$ cat config.mk
export PLATFORM = sky130hd
export DESIGN_NAME = rr_select16
export DESIGN_NICKNAME = d
export VERILOG_FILES = /design/src/rtl/rr_select16.sv
export SDC_FILE = /design/constraint.sdc
export NUM_CORES = 1
export LEC_CHECK = 0
export CORE_MARGIN = 8
export CORE_UTILIZATION = 45
export CTS_BUF_LIST = sky130_fd_sc_hd__clkbuf_8
export DETAILED_ROUTE_END_ITERATION = 7
export HOLD_SLACK_MARGIN = 0.12
export PLACE_DENSITY_LB_ADDON = 0.1
export SYNTH_ARGS = -nofsm -noshare
export SYNTH_HDL_FRONTEND = slang
export SYNTH_SLANG_ARGS = --single-unit
$ cat constraint.sdc
create_clock -name clk -period 4.8 [get_ports clk]
set_clock_uncertainty 0.15 [all_clocks]
set_input_delay 0.48 -clock clk [delete_from_list [all_inputs] [get_ports clk]]
set_output_delay 0.48 -clock clk [all_outputs]
set_load 0.005 [all_outputs]
$ cat src/rtl/rr_select16.sv
// rtl/rr_select16.sv - round-robin arbiter driving a 16:1 mux select with valid/ready handoff
// sel and out_valid are registered; grant is the combinational acceptance pulse.
module rr_select16 #(
  parameter logic [3:0] RESET_LAST = 4'd15
) (
  input  logic        clk,
  input  logic        rst,
  input  logic [15:0] req,
  input  logic        out_ready,
  output logic [3:0]  sel,
  output logic        out_valid,
  output logic [15:0] grant,
  output logic [3:0]  last
);

  typedef enum logic {IDLE, BUSY} state_t;

  state_t      state, state_d;
  logic [3:0]  sel_d;
  logic [3:0]  last_d;
  logic [15:0] masked;

  // First set bit of r searching from+1, from+2, ... wrapping in 4 bits.
  function automatic logic [3:0] winner(input logic [15:0] r, input logic [3:0] from);
    logic [3:0] idx;
    logic       found;
    winner = 4'd0;
    found  = 1'b0;
    for (int i = 1; i <= 16; i++) begin
      idx = from + 4'(i);
      if (!found && r[idx]) begin
        winner = idx;
        found  = 1'b1;
      end
    end
  endfunction

  assign out_valid = (state == BUSY);
  assign masked    = req & ~(16'b1 << sel);
  assign grant     = (out_valid && out_ready) ? (16'b1 << sel) : 16'b0;

  always_ff @(posedge clk) begin
    if (rst) begin
      state <= IDLE;
      sel   <= 4'd0;
      last  <= RESET_LAST;
    end else begin
      state <= state_d;
      sel   <= sel_d;
      last  <= last_d;
    end
  end

  always_comb begin
    state_d = state;
    sel_d   = sel;
    last_d  = last;
    case (state)
      IDLE: begin
        if (|req) begin
          sel_d   = winner(req, last);
          state_d = BUSY;
        end
      end
      BUSY: begin
        // Backpressure holds sel; arbitration only moves on acceptance.
        if (out_ready) begin
          last_d = sel;
          if (|masked) sel_d = winner(masked, sel);
          else state_d = IDLE;
        end
      end
      default: state_d = IDLE;
    endcase
  end

endmodule

==> qor.yml <==
detailroute.via_count: 7588
firstDrtPassIters: 5
largest_net_degree_at_the_start_of_global_routing: 63
drt_wl_total_um: 27600
post_cts_clock_slew_at_the_launch_and_capture_registers_of_the_worst_setup_and_hold_paths_ns: 0.05
synth_cell_type_count: 84
via_count_of_the_first_global_routing_pass: 7009
die_width_um: 136
syn_area_um2: 6510
seqCellArea_um2: 184
layout_worst_path_cycle_share: 0.965
synth_area_leader_cell: "mux4_2"
hold_depth: 2
ys_flop_type: "dfxtp_1"
vdd_drop_max_mv: 0.289
net_count_of_the_finished_layout: 904
rows: 44
clk_path_buf_depth: 2
timing.setup.critical_path_class: "primary input to flip-flop"
cts_repair_resize_count: 0
layout-area-overhead-vs-synth_pct: 13.9
ctsRootBufferMaster: "clkbuf_8"
async_flop_share: 0
cap_viol_max_count: 0
floorplan.core_area_um2: 14300
leakagePower_nw: 2.75
synth.ff_latch_count: 9
power.net_switching_mw: 2.90
worst_slew_pin_slew_ns: 0.926
drt.antenna.violating_nets: 0
routed_wire_length_per_instance_um: 26.3
drive_gt1_frac: 0.210
crit_path_start_kind: "primary input"
run_status: "finished clean"
fillers: 1402
postCtsHoldBufs: 0
crit_path_capture_type: "flip-flop"
final_setup_slack_of_the_worst_path_ns: 0.166
cts_tree: "done"
timing.max_slew.rel_slack: 0.378
buffer_ports.inserted: 43
cell_internal_pwr_mw: 2.05
grt_setup_unrepaired: "false"
synthesis.instances: 824
synth-seq-area-share: 0.0277
worst_r2r_path_depth: 14
dpl_worst_slack_ns: 0.00296
drc: 0
antenna_violations_before_repair: 0
detailed_place_hpwl_um: 21600
top_post_synthesis_cells_by_area: "mux4_2, mux2i_1, mux2_2, nand2_1, ha_1"
synth_enable_flop_cells: 0
final-max-slew-violation-count: 0
post_cts.repair.setup_buffers: 0
first_iter_violations: 1160
critical_path_required_ns: 4.78
grt_first_pass_wirelength_um: 42400
synthesis.nets: 862
clock-sinks: 9
switching_share: 0.586
crit_fanout: 12
min-delay-path-class: "flip-flop to flip-flop"
clkLatencyLatePin_ns: 0.24
max_freq_mhz: 216
yosys-top-cells-count: "nand2_1, mux4_2, nor2_1"
worst_ep_arrival_time_ns: 4.62
report.final.hold_viol_count: 0
area_of_the_multi_input_gates_um2: 5910
synth.avg_cell_area_um2: 7.91
initial_core_util: 0.455
setup_violations: 0
cts_inserted_buffers: 3
die_h_um: 136
timing.final.crit_period_ns: 4.63
antennaDiodeCount: 0
power_density_nw_per_um2: 668
number_of_warnings_issued_by_yosys: 0
post-synth-top-count-cell: "nand2_1"
cts-htree-levels: 1
final_weighted_congestion_of_routability_driven_global_placement: 1.01
power_frac_seq: 0.028
power_frac_clock: 0.018
grt_usage: 0.291
global_route.overflow_total: 0
synth.top_cell.area_share: 0.214
num_io_pins: 44
power_frac_comb: 0.954
die-area_um2: 18600
hold_slack_ns: 0.401
avgViaCountPerCell: 7.23
==> per-layer routing <==
metal  wire (um)  track usage  vias to the layer above  share of wire
met3        3810       0.0769                       55           0.14
met2       11400        0.410                      547           0.41
met5           0            0                        -              0
met4         629       0.0696                        0          0.023
met1       11700        0.426                     3665           0.43
li1            -            -                     3321              -
==> cell families (layout without fill, tap and decap cells) <==
group                    count (synthesis)  in the layout  share of synthesized area
AO/OA/AOI/OAI                          228            228                      0.260
XOR/XNOR                                21             21                     0.0282
adder cells (fa/ha/maj)                 19             19                     0.0365
buffers and inverters                  100            141                     0.0655
flip-flops                               9              9                     0.0277
multiplexers                           127            127                      0.320
AND/OR/NAND/NOR                        320            320                      0.262
==> cells in the final DEF (no fill, tap or decap), drive strengths merged, types with 7 or more instances in the layout <==
cell / instances
o21ai: 29
a22oi: 8
xor2: 11
o22ai: 7
a21oi: 37
dfxtp: 9
o32ai: 8
a21boi: 7
nand4: 12
mux4: 62
o211ai: 14
inv: 26
ha: 19
nor3: 21
a22o: 7
nand2b: 16
a211oi: 14
mux2i: 35
a31oi: 12
and2: 19
nor2: 62
nor2b: 19
buf: 65
nand2: 79
nand3b: 10
o31ai: 7
nand3: 36
xnor2: 10
clkdlybuf4s50: 43
mux2: 30
a221oi: 10
and3: 12
==> final timing paths <==
kind | slack [ns] | to | start
hold / removal | 0.40 | sel[0] | sel[0]
setup / recovery | 0.17 | sel[3] | req[2]
setup reg to reg | 0.18 | sel[2] | sel[1]
hold reg to reg | 0.40 | sel[0] | sel[0]
==> worst max-delay path, stage by stage <==
cell	delay [ns]
clkdlybuf4s50_1	0.66
mux4_2	0.62
mux4_2	0.65
a2111oi_4	0.44
nand4_2	0.24
nor2_1	0.44
o21a_1	0.18
o21ai_0	0.11
a221oi_1	0.48
o2bb2ai_1	0.14
a21o_1	0.17
==> state kept, by name, indices dropped and copies added (netlist names) <==
register and flops:
last 4, out_valid 1, sel 4
==> stage by stage <==
step	power (mW)	util	TNS (ns)	instances	cell area [um^2]
after floorplan	3.28	-	0	824	6520
after global placement	4.63	0.515	-0.0334	1045	7370
after detailed placement	4.65	0.515	0	1045	7370
after CTS	4.76	0.518	0	1049	7420
after global routing	5.20	0.518	0	1049	7420
final	4.96	0.518	0	1049	7420
==> cell type report <==
cell class | instances | area share
Timing Repair Buffer | 108 | 0.127
Multi-Input combinational cell | 715 | 0.796
Sequential cell | 9 | 0.0248
Tap cell | 184 | 0.0310
Inverter | 29 | 0.0147
Clock buffer | 3 | 0.00556
Clock inverter | 1 | 0.000506
==> power groups by stage <==
stage	clock network [mW]	logic [mW]	registers, mW
finish	0.0881	4.73	0.139
global route	0.0909	4.97	0.140
CTS	0.0873	4.54	0.136
detailed placement	0	4.51	0.138
global placement	0	4.49	0.136
floorplan	0	3.16	0.115
Power figures use the tool's default switching activity.
